===== config.mk =====
export PLATFORM = sky130hd
export DESIGN_NAME = universal_shift_register
export DESIGN_NICKNAME = d
export VERILOG_FILES = /design/src/rtl/universal_shift_register_pkg.sv /design/src/rtl/universal_shift_register_shift_step_unit.sv /design/src/rtl/universal_shift_register.sv
export SDC_FILE = /design/constraint.sdc
export NUM_CORES = 1
export LEC_CHECK = 0
export ABC_AREA = 1
export BUFFER_PORTS_ARGS = -buffer_cell sky130_fd_sc_hd__buf_2
export CORE_ASPECT_RATIO = 0.75
export CORE_MARGIN = 4
export CORE_UTILIZATION = 54
export CTS_BUF_LIST = sky130_fd_sc_hd__clkbuf_4 sky130_fd_sc_hd__clkbuf_8
export DETAILED_ROUTE_END_ITERATION = 6
export PLACE_DENSITY_LB_ADDON = 0.05
export SYNTH_ARGS = -nofsm -noshare
export SYNTH_HDL_FRONTEND = slang
export SYNTH_SLANG_ARGS = --single-unit

===== constraint.sdc =====
create_clock -name clk -period 2 [get_ports clk]
set_input_delay 0.1 -clock clk [delete_from_list [all_inputs] [get_ports clk]]
set_output_delay 0.1 -clock clk [all_outputs]
set_load 0.02 [all_outputs]

===== src/rtl/universal_shift_register_pkg.sv =====
// Shared definitions for the universal shift register: the operation
// encoding, the burst controller state type and a burst-mode qualifier.
package usr_pkg;

  typedef enum logic [2:0] {
    MODE_HOLD  = 3'b000,
    MODE_SHL   = 3'b001,
    MODE_SHR   = 3'b010,
    MODE_SAR   = 3'b011,
    MODE_ROL   = 3'b100,
    MODE_ROR   = 3'b101,
    MODE_LOAD  = 3'b110,
    MODE_CLEAR = 3'b111
  } mode_e;

  typedef enum logic [1:0] {
    ST_IDLE = 2'd0,
    ST_RUN  = 2'd1,
    ST_DONE = 2'd2
  } state_e;

  // Only the five shift/rotate operations make sense to repeat in a burst.
  function automatic logic is_burst_mode(input logic [2:0] mode);
    return (mode >= MODE_SHL) && (mode <= MODE_ROR);
  endfunction

endpackage


===== src/rtl/universal_shift_register_shift_step_unit.sv =====
// Combinational next-value function of the register: one operation of
// the given mode applied to the current contents.
module shift_step_unit
  import usr_pkg::*;
#(
  parameter int WIDTH = 8,
  parameter int STEP  = 1
) (
  input  logic [2:0]       mode_i,
  input  logic [WIDTH-1:0] r_i,
  input  logic [WIDTH-1:0] load_i,
  input  logic [STEP-1:0]  serial_i,
  output logic [WIDTH-1:0] r_next_o
);

  // Select the next register value for the requested operation.
  always_comb begin
    r_next_o = r_i;
    case (mode_i)
      MODE_HOLD:  r_next_o = r_i;
      MODE_SHL:   r_next_o = {r_i[WIDTH-1-STEP:0], serial_i};
      MODE_SHR:   r_next_o = {serial_i, r_i[WIDTH-1:STEP]};
      MODE_SAR:   r_next_o = {{STEP{r_i[WIDTH-1]}}, r_i[WIDTH-1:STEP]};
      MODE_ROL:   r_next_o = {r_i[WIDTH-1-STEP:0], r_i[WIDTH-1 -: STEP]};
      MODE_ROR:   r_next_o = {r_i[STEP-1:0], r_i[WIDTH-1:STEP]};
      MODE_LOAD:  r_next_o = load_i;
      MODE_CLEAR: r_next_o = '0;
      default:    r_next_o = r_i;
    endcase
  end

endmodule


===== src/rtl/universal_shift_register.sv =====
// Universal shift register with single-operation and counted-burst modes.
//
// state | meaning
// IDLE  | accepts en (one op) or start (burst request)
// RUN   | applies captured mode once per cycle, counting down
// DONE  | one-cycle completion pulse, then back to IDLE
module universal_shift_register
  import usr_pkg::*;
#(
  parameter int WIDTH = 8,
  parameter int STEP  = 1,
  parameter int CNT_W = 8
) (
  input  logic             clk,
  input  logic             reset,
  input  logic             en,
  input  logic [2:0]       mode,
  input  logic [WIDTH-1:0] load_data,
  input  logic [STEP-1:0]  serial_in,
  input  logic             start,
  input  logic [CNT_W-1:0] count,
  output logic [WIDTH-1:0] data_out,
  output logic [STEP-1:0]  shift_out_msb,
  output logic [STEP-1:0]  shift_out_lsb,
  output logic             busy,
  output logic             done
);

  state_e           state_q, state_d;
  logic [WIDTH-1:0] r_q, r_d;
  logic [2:0]       mode_q, mode_d;
  logic [CNT_W-1:0] cnt_q, cnt_d;

  logic [2:0]       op_sel;
  logic [WIDTH-1:0] r_step;

  // The single step unit serves both paths: live mode in IDLE, captured mode in RUN.
  assign op_sel = (state_q == ST_RUN) ? mode_q : mode;

  shift_step_unit #(
    .WIDTH (WIDTH),
    .STEP  (STEP)
  ) u_step (
    .mode_i   (op_sel),
    .r_i      (r_q),
    .load_i   (load_data),
    .serial_i (serial_in),
    .r_next_o (r_step)
  );

  // Register update with synchronous reset overriding everything.
  always_ff @(posedge clk) begin
    if (reset) begin
      state_q <= ST_IDLE;
      r_q     <= '0;
      mode_q  <= MODE_HOLD;
      cnt_q   <= '0;
    end else begin
      state_q <= state_d;
      r_q     <= r_d;
      mode_q  <= mode_d;
      cnt_q   <= cnt_d;
    end
  end

  // Next-state and register next-value selection.
  always_comb begin
    state_d = state_q;
    r_d     = r_q;
    mode_d  = mode_q;
    cnt_d   = cnt_q;
    case (state_q)
      ST_IDLE: begin
        if (start && is_burst_mode(mode)) begin
          // Accept edge only captures; the first shift happens in RUN.
          mode_d  = mode;
          cnt_d   = count;
          state_d = (count == '0) ? ST_DONE : ST_RUN;
        end else if (en) begin
          r_d = r_step;
        end
      end
      ST_RUN: begin
        r_d = r_step;
        // Remaining count is never zero in RUN, so this cannot wrap.
        if (cnt_q <= CNT_W'(1)) begin
          cnt_d   = '0;
          state_d = ST_DONE;
        end else begin
          cnt_d = cnt_q - CNT_W'(1);
        end
      end
      ST_DONE: begin
        state_d = ST_IDLE;
      end
      default: begin
        state_d = ST_IDLE;
      end
    endcase
  end

  assign data_out      = r_q;
  assign shift_out_msb = r_q[WIDTH-1 -: STEP];
  assign shift_out_lsb = r_q[STEP-1:0];
  assign busy          = (state_q == ST_RUN);
  assign done          = (state_q == ST_DONE);

endmodule


==> run summary, run 1 <==
The run finished with clean final reports. After routing, the total negative slack on setup checks comes to 0 ns. Traced cell by cell, the critical path runs through inv_1, ha_1, o21ai_1, nor2_1, nor2_1, o21ai_0, nand3_1, o211ai_1, inv_1.

TritonCTS built the clock tree. The floorplan step defined a core boundary enclosing 2380 um2. After detailed routing, the average wire length per cell comes to 13.6 um. The net count reported at finish is 269, and the number of clock sinks is 21. In this run the tightest slew margin relative to its limit is 65.4%.

The final critical path takes up 85.7% of the cycle. The worst supply voltage drop on vdd is 0.653 mV. The tightest min-delay check is of the input pin to flop type.

For the depth of the CTS H-tree, the log shows 1. For the total congestion overflow after global routing, the log shows 0. After routing the design area is 1630 um2. In the final layout, the multi-input gates occupy 858 um2. Die outline height: 52.2 um.

Once the clock tree was built, the setup fixing pass inserted 0 buffers. The leakage power total is 0.827 nW. The gate count of the mapped netlist is 207, and the number of nets still failing antenna checks after routing is 0. In the routed design, unresolved DRC markers number 0.

The critical path class is flop to flop. The die width is 67.0 um. The number of different library cells used by synthesis comes to 32.

The register-to-register setup slack came out at 0.29 ns. The standard cell with the maximum stage delay on the critical path is sky130_fd_sc_hd__dfxtp_1. The flip-flop and latch count after synthesis was 21.

After synthesis, the cell types taking the most area are sky130_fd_sc_hd__dfxtp_1, sky130_fd_sc_hd__nand2_1, sky130_fd_sc_hd__a21oi_1, sky130_fd_sc_hd__nand3_1, sky130_fd_sc_hd__inv_1. Layout overhead on the synthesized area: 15.9%. In this run the count of I/O pins placed on the die edge is 36. The post-synthesis cell area was 1410 um2; the maximum frequency from static timing analysis was 583 MHz.

The first-pass iteration count of the detailed router came out at 4. The clock period minus final worst setup slack is 1.71 ns, and the final weighted congestion in routability-driven placement is 0.941. Detailed placement ended at an HPWL of 2930 um.

Across the routed clock network, the largest skew measured is 0.00138 ns. The number of vias per cell after detailed routing works out to 5.56. The library cell occupying the most area in the post-synthesis netlist was sky130_fd_sc_hd__dfxtp_1. The count of cells in the finished layout, fillers not included, comes to 276. For this run, the slowest stage of the critical path takes 0.39 ns.

The initial antenna violation count is 0. The proportion of layout cells with a drive suffix above 1 was 25.2%; the final hold violation count was 0. Setup repair after global routing left no endpoint under its margin.

The number of global-route vias before repair is 1,407, and the share of the synthesized area in the top cell type is 29.9%. The number of nets handed over by synthesis was 233. The tools report the number of diodes added for antenna fixing as 0.

Yosys printed 0 warnings. The clock transition at the registers of the reported paths is 0.12 ns, and the worst path arrival time is 1.99 ns. Setup violations remaining at the end of the flow were counted as 0. The element type at the critical path end was a flop. The total routing resource utilization after global routing was 23.9%. The largest net degree at the start of global routing is 18. The final hold slack was 0.0448 ns; the total wire length after detailed routing was 3770 um. The die covers 3500 um2. The initial utilization of the core area, before any placement, comes to 59.1%. The clock reaches the later pin of the worst-skew pair after 0.32 ns.

The clock passes through at most 2 buffers. STA puts the critical path data required time at 2.27 ns. The count of pins over their slew limit came out at 0. For this design the ratio of total power to cell area is 830 nW/um2. In this run, CTS created clock tree buffers numbering 3. Clock tree synthesis selected as its root buffer the cell sky130_fd_sc_hd__clkbuf_4. Including well taps, the total number of placed cells is 271. The sequential area share after synthesis came out at 29.9%. The number of DRC markers after the initial detailed-route iteration was 138; the average cell area after synthesis was 6.80 um2. The placed instances occupy a cell area of 1590 um2. In the final layout, flip-flops and latches occupy 420 um2.

The number of port buffers was 35; the max-cap violation count was 0. The final route contains 1,535 vias. The first global-routing pass estimated 6330 um of wire. STA classifies the critical path startpoint as a flop. The number of filler cells placed in the layout was 211.

In this run the core area contains 15 standard-cell rows. In this run the worst path has a maximum fanout of 4. At the pin with the least slew margin, the transition time is 0.514 ns.
==> cell families (layout without fill, tap and decap cells) <==
logic type	after synthesis	after routing	synth area share [%]
flip-flops	21	21	29.9
adder cells (fa/ha/maj)	2	2	1.78
buffers and inverters	31	66	9.15
XOR/XNOR	3	3	1.87
AO/OA/AOI/OAI	54	54	22.6
AND/OR/NAND/NOR	96	96	34.8
==> final cells by class <==
type,count,share of cell area [%]
sequential,21,25.8
clock inverter,1,0.307
clock buffer,3,1.38
timing repair buffer,36,11.3
multi-input combinational,155,52.6
inverter,26,5.98
tap,34,2.61
==> cells in the mapped netlist <==
cell	n
sky130_fd_sc_hd__inv_2	4
sky130_fd_sc_hd__buf_2	1
sky130_fd_sc_hd__dfxtp_1	21
sky130_fd_sc_hd__o21ai_0	12
sky130_fd_sc_hd__inv_1	22
sky130_fd_sc_hd__buf_4	3
sky130_fd_sc_hd__nor2_2	2
sky130_fd_sc_hd__o21ai_2	1
sky130_fd_sc_hd__nand3_2	1
sky130_fd_sc_hd__nand3_1	17
sky130_fd_sc_hd__o21bai_1	2
sky130_fd_sc_hd__clkbuf_1	1
sky130_fd_sc_hd__nor2_1	14
sky130_fd_sc_hd__o211ai_1	3
sky130_fd_sc_hd__nand2_2	6
sky130_fd_sc_hd__a21boi_1	1
sky130_fd_sc_hd__nor3_2	1
sky130_fd_sc_hd__a21boi_0	1
sky130_fd_sc_hd__ha_1	2
sky130_fd_sc_hd__a211oi_1	1
sky130_fd_sc_hd__nand2_4	5
sky130_fd_sc_hd__nor2_8	1
sky130_fd_sc_hd__o21ai_1	7
sky130_fd_sc_hd__nand2_1	40
sky130_fd_sc_hd__nand4_1	6
sky130_fd_sc_hd__xor2_1	1
sky130_fd_sc_hd__nor3_1	1
sky130_fd_sc_hd__a22oi_1	5
sky130_fd_sc_hd__a21oi_1	20
sky130_fd_sc_hd__nor4_1	2
sky130_fd_sc_hd__a21oi_4	1
sky130_fd_sc_hd__xnor2_1	2
==> sequential cells by signal (all words and copies together) (netlist names) <==
register  count
state_q       2
cnt_q         8
mode_q        3
data_out      8
==> report_power, final <==
part	total, mW	internal (mW)	switching, mW
Sequential	0.547	0.481	0.0654
Clock	0.215	0.0750	0.140
Combinational	0.591	0.203	0.388
==> metal layers <==
layer / global-route usage [%] / vias to the layer above / part of all wire, %
li1: - / 766 / -
met1: 32.7 / 703 / 48
met2: 37.0 / 60 / 43
met3: 5.36 / 6 / 7.6
met4: 7.74 / 0 / 1.4
met5: 0 / - / 0
==> layout by cell type (no fill, tap or decap), types with 4 or more instances in the layout <==
master and count:
sky130_fd_sc_hd__nand4_1 6, sky130_fd_sc_hd__buf_2 35, sky130_fd_sc_hd__nand2_1 40, sky130_fd_sc_hd__nor2_1 14
sky130_fd_sc_hd__a21oi_1 20, sky130_fd_sc_hd__inv_2 4, sky130_fd_sc_hd__nand2_4 5, sky130_fd_sc_hd__o21ai_1 8
sky130_fd_sc_hd__inv_1 22, sky130_fd_sc_hd__nand2_2 6, sky130_fd_sc_hd__o21ai_0 11, sky130_fd_sc_hd__nand3_1 17
sky130_fd_sc_hd__dfxtp_1 21, sky130_fd_sc_hd__a22oi_1 5
==> critical path: cells and delay by family, from the launching register on <==
kind	cells	cell delay (ns)
simple gates	3	0.41
compound gates	3	0.47
buf+inv	2	0.15
flops	1	0.39
fa+ha+maj	1	0.25
==> through the flow <==
step	util, %	power [mW]	setup WS [ns]
2_1_floorplan	-	0.983	0.498
3_3_place_gp	66.9	1.11	0.372
3_5_place_dp	66.9	1.13	0.202
4_1_cts	68.5	1.35	0.176
5_1_grt	68.5	1.45	0.104
6_report	68.5	1.35	0.286
==> worst paths after layout <==
path	startpoint	end	cells after the start
hold reg to reg	mode_q[2]	mode_q[2]	2
hold / removal	count[1]	cnt_q[1]	3
setup reg to reg	cnt_q[0]	cnt_q[6]	9
setup / recovery	cnt_q[0]	cnt_q[6]	9
==> timing repair <==
item,in CTS,in global routing
setup endpoints to repair,0,1
resized for setup,0,1
hold buffers,1,0
hold endpoints to repair,2,0
Note: power is estimated with default switching activity, not from simulation.
==> run 2, diff against run 1 <==
CAP_MARGIN = 25   (was not set)
SETUP_SLACK_MARGIN = 0.4   (was not set)
==> run 2 against run 1 <==
Effect of this change: hold slack worse by 0.0018 ns; clock skew is 0.0019 ns higher; register-to-register slack better by 0.15 ns; critical endpoint is now cnt_q[5]; first-iteration DRC count is 16% higher.
==> run summary, run 2 (synthesis gave the netlist of run 1 again) <==
The logs give 6330 um (unchanged) for the first-pass GRT wire length and 269 (unchanged) for the net count reported at finish. Switching share of total power: 44.2% (was 43.9%). The class of the most critical hold timing path is input pin to flop (unchanged).

The sum of negative setup slack was 0 ns (unchanged); the placement-stage cell area was 1590 um2 (unchanged). The run gives 1.83 ns (was 1.99 ns) as the worst path arrival time. CP Cell Sequence: inv_1, ha_2, o21ai_2, nor2_1, nor2_2, nand3_1, nand3_1, o211ai_1, inv_1 (was inv_1, ha_1, o21ai_1, nor2_1, nor2_1, o21ai_0, nand3_1, o211ai_1, inv_1). The initial antenna violation count is 0 (unchanged). The critical path startpoint category is a flop (unchanged). The count of standard-cell rows was 15 (unchanged). Die outline height: 52.2 um (unchanged).

The run gives 2930 um (unchanged) as the detailed placer's ending HPWL. The highest cell delay on the worst timing path came out at 0.37 ns (was 0.39 ns). The run gives 0.610 mW (was 0.594 mW) as the total net switching power. Most frequent cells in the layout: sky130_fd_sc_hd__nand2_1, sky130_fd_sc_hd__buf_2, sky130_fd_sc_hd__inv_1 (unchanged). The placeable core region is 2380 um2 (unchanged). The combinational fraction of design power was 44.2% (was 43.7%). The max-cap violation count was 0 (unchanged). The total chip power was 1.38 mW (was 1.35 mW); the number of clock sinks was 21 (unchanged). The number of vias per cell after detailed routing was 5.60 (was 5.56). The total congestion overflow after global routing was 0 (unchanged); the maximum count of clock buffers along a single path was 2 (unchanged). Beginning of the worst hold path: count[1] (unchanged). The final number of setup-violating endpoints was 0 (unchanged). The multi-input combinational cell area is 881 um2 (was 858 um2), and the critical-path maximum fanout is 4 (unchanged). The tools report the internal power as 0.770 mW (was 0.760 mW). The slew of the pin with the lowest slew margin works out to 0.528 ns (was 0.514 ns). The number of DRC markers after the initial detailed-route iteration is 160 (was 138), and the worst-case headroom to the max-slew limit is 64.5% (was 65.4%).

The final hold violation count is 0 (unchanged), and the post-detailed-route DRC marker count is 0 (unchanged). The layout overhead on the synthesized area is 18.2% (was 15.9%), and the number of nets still failing antenna checks after routing is 0 (unchanged). The flow ran to the end, and the final reports show no timing, DRC or antenna violations.

The clock transition at the registers of the reported paths was 0.12 ns (about the same). The total die area is 3500 um2 (unchanged), and the critical path data required time is 2.27 ns (about the same). The total routing resource utilization after global routing is 23.9% (unchanged). Setup repair after global routing could not meet its margin everywhere. Clock tree root driver cell: sky130_fd_sc_hd__clkbuf_4 (unchanged).

The tools report the maximum frequency from static timing analysis as 640 MHz (was 583 MHz). The average routed wire per standard cell is 14.1 um (was 13.6 um), and the number of diodes added for antenna fixing is 0 (unchanged). The final weighted congestion in routability-driven placement is 0.941 (unchanged). The count of cells along the worst hold path was 3 (unchanged); the register-to-register setup slack was 0.44 ns (was 0.29 ns).

The number of global-route vias before repair was 1,407 (unchanged); the part of the cycle the worst path needs was 78.1% (was 85.7%). The area of all placed cells without fillers came out at 1660 um2 (was 1630 um2). The endpoint with the worst hold slack was cnt_q[1] (unchanged). Startpoint of the worst register-to-register path: cnt_q[0] (unchanged). The run gives 1,545 (was 1,535) as the number of vias in the routed layout.

The clock latency on the worst-skew pair came out at 0.32 ns (about the same). The total wire length after detailed routing is 3890 um (was 3770 um). The largest net degree at the start of global routing came out at 18 (unchanged). The logs give 0.829 nW (was 0.827 nW) for the leakage power total and 40.1% (was 40.4%) for the sequential fraction of design power. For the worst supply voltage drop on vdd, the log shows 0.633 mV (was 0.653 mV). The endpoint of the worst-slack reg-to-reg timing path is cnt_q[5] (was cnt_q[6]).

The number of filler cells placed in the layout is 213 (was 211). The power share of the clock group is 15.7% (was 15.9%), and the cell depth of the worst flop-to-flop path is 9 (unchanged). Register area: 428 um2 (was 420 um2). The proportion of layout cells with a drive suffix above 1 came out at 28.9% (was 25.2%). For the first-pass iteration count of the detailed router, the log shows 5 (was 4).

The standard cell with the maximum stage delay on the critical path was sky130_fd_sc_hd__dfxtp_2 (was sky130_fd_sc_hd__dfxtp_1). Element type at the critical path end: a flop (unchanged). The power per standard cell area is 829 nW/um2 (was 830 nW/um2). Commonest non-fill, non-tap cell in the layout: sky130_fd_sc_hd__nand2_1 (unchanged).

The depth of the CTS H-tree came out at 1 (unchanged). The largest clock skew in the final design is 0.00326 ns (was 0.00138 ns), and the clock period minus final worst setup slack is 1.56 ns (was 1.71 ns). The die width is 67.0 um (unchanged), and the number of buffers created by CTS is 3 (unchanged). The number of port buffers was 35 (unchanged). TritonCTS built the clock tree.

The count of pins over their slew limit is 0 (unchanged). For the top-level I/O count, the log shows 36 (unchanged). The starting density of the core is 59.1% (unchanged).

The critical path class is flop to flop (unchanged).
==> run 2: cell types whose count changed in the layout (fill, tap and decap cells not counted), moves of 2 or more <==
cell | previous run | this run
sky130_fd_sc_hd__dfxtp_1 | 21 | 17
sky130_fd_sc_hd__dfxtp_2 | 0 | 3
sky130_fd_sc_hd__ha_1 | 2 | 0
sky130_fd_sc_hd__ha_2 | 0 | 2
sky130_fd_sc_hd__nor2_1 | 14 | 12
sky130_fd_sc_hd__nor2_2 | 2 | 4
==> run 2: worst max-delay path by stage <==
| stage | start | end | depth (start not counted) |
|---|---|---|---|
| finish | cnt_q[0] | cnt_q[5] | 9 |
| global route | cnt_q[0] | cnt_q[5] | 9 |
| CTS | cnt_q[0] | cnt_q[6] | 9 |
| detailed placement | cnt_q[0] | cnt_q[6] | 9 |
| global placement | cnt_q[0] | cnt_q[6] | 9 |
| floorplan | cnt_q[0] | cnt_q[6] | 9 |
==> run 2: final cells by class <==
class                      instances  share of cell area (%)
multi-input combinational        155                    52.9
sequential                        21                    25.7
timing repair buffer              36                    11.1
inverter                          26                    6.02
tap                               34                    2.56
clock buffer                       3                    1.35
clock inverter                     1                   0.301
==> run 2: power groups by stage <==
| stage | Combinational [mW] | Sequential, mW | Clock, mW |
|---|---|---|---|
| final | 0.610 | 0.553 | 0.217 |
| after global routing | 0.673 | 0.563 | 0.237 |
| after CTS | 0.593 | 0.546 | 0.222 |
| after detailed placement | 0.579 | 0.555 | 0 |
| after global placement | 0.559 | 0.550 | 0 |
| after floorplan | 0.415 | 0.568 | 0 |
==> run 2: critical path: cells and delay by family, from the launching register on <==
| kind | cells | cell delay [ns] |
|---|---|---|
| and+or+nand+nor | 4 | 0.50 |
| adders and majority gates | 1 | 0.22 |
| buffers and inverters | 2 | 0.17 |
| AOI/OAI and AO/OA | 2 | 0.26 |
| DFF | 1 | 0.37 |
==> run 2: layer usage <==
layer  routed length [um]  global-route usage [%]
met4                   65                    7.74
met3                  265                    5.36
met1                 1860                    32.7
met5                    0                       0
met2                 1700                    37.0
==> run 2: what timing repair did <==
action	CTS	global route
endpoints found under the setup margin	11	15
setup buffers	0	0
pin swaps	0	3
hold endpoints to repair	3	0
hold buffers	1	0
gates resized for setup	4	9
==> run 2: through the flow <==
step / hold slack [ns] / utilization, % / worst slack [ns] / std cells
final: 0.0429 / 69.8 / 0.437 / 276
after global routing: 0.0430 / 69.8 / 0.319 / 276
after CTS: 0.0425 / 68.8 / 0.405 / 276
after detailed placement: 0.339 / 66.9 / 0.202 / 271
after global placement: 0.338 / 66.9 / 0.372 / 271
after floorplan: 0.169 / - / 0.498 / 207
==> run 3, diff against run 2 <==
ABC_AREA = 0   (was 1)
CORE_UTILIZATION = 49   (was 54)
clock period = 1.4 ns   (was 2 ns; I/O delays follow)
==> run 3 against run 2 <==
Effect of this change: critical path type unchanged; die area is 6.6% higher; the run now ends with design-rule violations, negative setup slack left; hold slack better by 0.11 ns; global-route usage grew 3.7 points; combinational power increased by 120%; wire length increased by 61%; largest power group unchanged.
==> run summary, run 3 <==
The flow ran to the end, but the final reports show violations. The checks that failed: design-rule violations, negative setup slack. Average cell area after synthesis: 8.28 um2 (was 6.80 um2). The total routing resource utilization after global routing is 27.5% (was 23.9%), and the net count of the mapped netlist is 192 (was 233). The detailed placer's ending HPWL is 3300 um (was 2930 um), and the smallest setup slack after layout is -0.468 ns (was 0.437 ns).

The critical path class was flop to flop (unchanged). Setup repair after global routing could not meet its margin everywhere. The class of the most critical hold timing path was input pin to flop (unchanged). The worst setup path startpoint was cnt_q[7] (was cnt_q[0]). The die width was 69.2 um (was 67.0 um); the first-pass GRT wire length was 8010 um (was 6330 um). The register-to-register setup slack came out at -0.47 ns (was 0.44 ns).

The cell depth of the worst flop-to-flop path is 5 (was 9), and the number of different library cells in the post-synthesis netlist is 48 (was 32). Most instantiated flip-flop cell in the synthesis netlist: sky130_fd_sc_hd__dfxtp_1 (unchanged). The slew of the pin with the lowest slew margin came out at 0.466 ns (was 0.528 ns). The destination of the critical timing path was cnt_q[2] (was cnt_q[5]).

The largest net degree at the start of global routing is 23 (was 18), and the count of pins over their slew limit is 0 (unchanged). For the number of buffers created by CTS, the log shows 3 (unchanged). The number of vias per cell after detailed routing was 6.74 (was 5.60). The number of synthesized flops with an enable pin was 0 (unchanged). The most common cell in the synthesized netlist was sky130_fd_sc_hd__dfxtp_1 (was sky130_fd_sc_hd__nand2_1). The post-synthesis async set-or-reset flop share is 0% (unchanged), and the flip-flop and latch count after synthesis is 21 (unchanged). The commonest non-fill, non-tap cell in the layout was sky130_fd_sc_hd__buf_4 (was sky130_fd_sc_hd__nand2_1). Most frequent cells in the layout: sky130_fd_sc_hd__buf_4, sky130_fd_sc_hd__buf_2, sky130_fd_sc_hd__nand2_1 (was sky130_fd_sc_hd__nand2_1, sky130_fd_sc_hd__buf_2, sky130_fd_sc_hd__inv_1).

The clock tree root driver cell is sky130_fd_sc_hd__clkbuf_8 (was sky130_fd_sc_hd__clkbuf_4). The tools report the maximum count of clock buffers along a single path as 2 (unchanged). Worst path arrival time: 2.01 ns (was 1.83 ns). The depth of the CTS H-tree came out at 1 (unchanged). The logs give 21 (unchanged) for the number of clock sinks and 166 (was 207) for the gate count of the mapped netlist. The run gives 121 (was 213) as the number of filler cells placed in the layout.

The largest clock skew in the final design is 0.00723 ns (was 0.00326 ns), and the number of vias in the routed layout is 1,902 (was 1,545). The die outline height was 53.9 um (was 52.2 um); the maximum frequency from static timing analysis was 535 MHz (was 640 MHz). The placeable core region is 2640 um2 (was 2380 um2). Clock transition at the registers of the reported paths: 0.09 ns (was 0.12 ns). List of most frequent post-synthesis cells: sky130_fd_sc_hd__dfxtp_1, sky130_fd_sc_hd__nor2_1, sky130_fd_sc_hd__nand2_1, sky130_fd_sc_hd__a21oi_1 (was sky130_fd_sc_hd__nand2_1, sky130_fd_sc_hd__inv_1, sky130_fd_sc_hd__dfxtp_1, sky130_fd_sc_hd__a21oi_1, sky130_fd_sc_hd__nand3_1).

The critical-path maximum fanout is 4 (unchanged). For the sum of negative setup slack, the log shows -6.38 ns (was 0 ns). The total congestion overflow after global routing is 0 (unchanged). The tools report the element type at the critical path end as a flop (unchanged). The total die area is 3730 um2 (was 3500 um2). Post-synthesis cell area: 1380 um2 (was 1410 um2). The count of warnings emitted by yosys is 0 (unchanged), and the net count reported at finish is 273 (was 269).

The tools report the critical path startpoint category as a flop (unchanged). Critical path data required time: 1.54 ns (was 2.27 ns). The first-pass iteration count of the detailed router was 7 (was 5); the proportion of layout cells with a drive suffix above 1 was 56.1% (was 28.9%). The final weighted congestion in routability-driven placement is 0.884 (was 0.941). The final number of setup-violating endpoints was 18 (was 0). Global routing's busiest layer: met2 (unchanged). The tools report the clock latency on the worst-skew pair as 0.27 ns (was 0.32 ns). Cell types occupying the most area after synthesis: sky130_fd_sc_hd__dfxtp_1, sky130_fd_sc_hd__a211oi_1, sky130_fd_sc_hd__nor2_1, sky130_fd_sc_hd__nand2_1, sky130_fd_sc_hd__a222oi_1 (was sky130_fd_sc_hd__dfxtp_1, sky130_fd_sc_hd__nand2_1, sky130_fd_sc_hd__a21oi_1, sky130_fd_sc_hd__nand3_1, sky130_fd_sc_hd__inv_1). Number of global-route vias before repair: 1,718 (was 1,407). The part of the cycle the worst path needs was 133% (was 78.1%).

The library cell occupying the most area in the post-synthesis netlist is sky130_fd_sc_hd__dfxtp_1 (unchanged). For the max-cap violation count, the log shows 0 (unchanged). TritonCTS built the clock tree.

The average routed wire per standard cell came out at 22.2 um (was 14.1 um). The startpoint of the worst register-to-register path is cnt_q[7] (was cnt_q[0]). The number of DRC markers after the initial detailed-route iteration is 318 (was 160). The leakage power total came out at 0.982 nW (was 0.829 nW). The count of standard-cell rows is 16 (was 15), and the number of port buffers is 35 (unchanged).

The clock period minus final worst setup slack was 1.87 ns (was 1.56 ns). Share of the synthesized area in the top cell type: 30.6% (was 29.9%). The run gives 7.84% (was 5.36%) as the met3 usage in global routing. Sequential area share after synthesis: 30.6% (was 29.9%). The starting density of the core was 52.0% (was 59.1%); the final hold violation count was 0 (unchanged). The endpoint of the worst-slack reg-to-reg timing path is cnt_q[2] (was cnt_q[5]). The number of nets still failing antenna checks after routing was 0 (unchanged); the layout overhead on the synthesized area was 68.9% (was 18.2%).

The run gives 29.9% (was 32.7%) as the met1 track demand over resource. The post-detailed-route DRC marker count is 5 (was 0), and the number of standard cells in the final layout excluding fillers is 282 (was 276). The worst-case headroom to the max-slew limit was 68.9% (was 64.5%). The run gives 6250 um (was 3890 um) as the total wire length after detailed routing. For the top-level I/O count, the log shows 36 (unchanged). For the initial antenna violation count, the log shows 0 (unchanged). The tools report the routing usage on met2 as 50.9% (was 37.0%). Number of diodes added for antenna fixing: 0 (unchanged).

The worst supply voltage drop on vdd was 0.817 mV (was 0.633 mV); the cell count after placement was 265 (was 271). Power per standard cell area: 1090 nW/um2 (was 829 nW/um2).
## run 3: area by class of cell
cell class	count	area [um2]	share of cell area, %
timing repair buffer	85	609	26.2
multi-input combinational	126	1140	49.2
clock inverter	1	5.00	0.216
inverter	10	45.0	1.94
tap	36	45.0	1.94
sequential	21	433	18.6
clock buffer	3	41.3	1.78
## run 3: power breakdown
group,internal (mW),total [mW],switching [mW]
Sequential,0.674,0.763,0.0891
Combinational,0.620,1.34,0.717
Clock,0.199,0.424,0.225
## run 3: critical path, stage by stage, from the launching register on
cell	delay, ns
sky130_fd_sc_hd__dfxtp_2	0.34
sky130_fd_sc_hd__or4_4	0.59
sky130_fd_sc_hd__o41a_1	0.42
sky130_fd_sc_hd__a32o_1	0.25
sky130_fd_sc_hd__nand2_1	0.07
sky130_fd_sc_hd__a21oi_1	0.08
## run 3: logic make-up after synthesis
kind of cell    after synthesis  share of synthesized area (%)
fa+ha+maj                     2                           1.82
simple gates                 55                           19.7
mux                           8                           6.82
compound gates               60                           33.8
buf+inv                      20                           7.19
flops                        21                           30.6
## run 3: metrics by stage
stage	hold slack (ns)	cell area (um2)	setup WS, ns	util (%)	total power [mW]
after CTS	0.0698	2150	-0.358	81.3	2.27
after detailed placement	0.388	1940	-0.380	73.4	1.75
after floorplan	0.184	1500	-0.294	-	1.38
after global placement	0.371	1940	-0.343	73.4	1.71
final	0.149	2320	-0.468	87.9	2.52
after global routing	0.163	2320	-0.488	87.9	2.61
## run 3: what timing repair did
item	4_1_cts	5_1_grt
gates resized for setup	24	29
cloned	1	0
endpoints found under the setup margin	23	23
setup buffers	6	6
hold buffers	0	0
pin swaps	20	15
## run 3: per-layer routing
metal  routed length [um]  vias to the layer above
met5                    0                        -
met4                  442                        0
met3                  741                       56
met2                 2860                      191
met1                 2210                      850
li1                     -                      805
## run 3: worst min path at each step
| stage | from | endpoint | slack [ns] | cells past startpoint |
|---|---|---|---|---|
| 2_1_floorplan | reset | data_out[0] | 0.18 | 1 |
| 3_3_place_gp | load_data[0] | data_out[0] | 0.37 | 3 |
| 3_5_place_dp | load_data[0] | data_out[0] | 0.39 | 3 |
| 4_1_cts | load_data[0] | data_out[0] | 0.07 | 3 |
| 5_1_grt | load_data[0] | data_out[0] | 0.16 | 3 |
| 6_report | load_data[0] | data_out[0] | 0.15 | 3 |
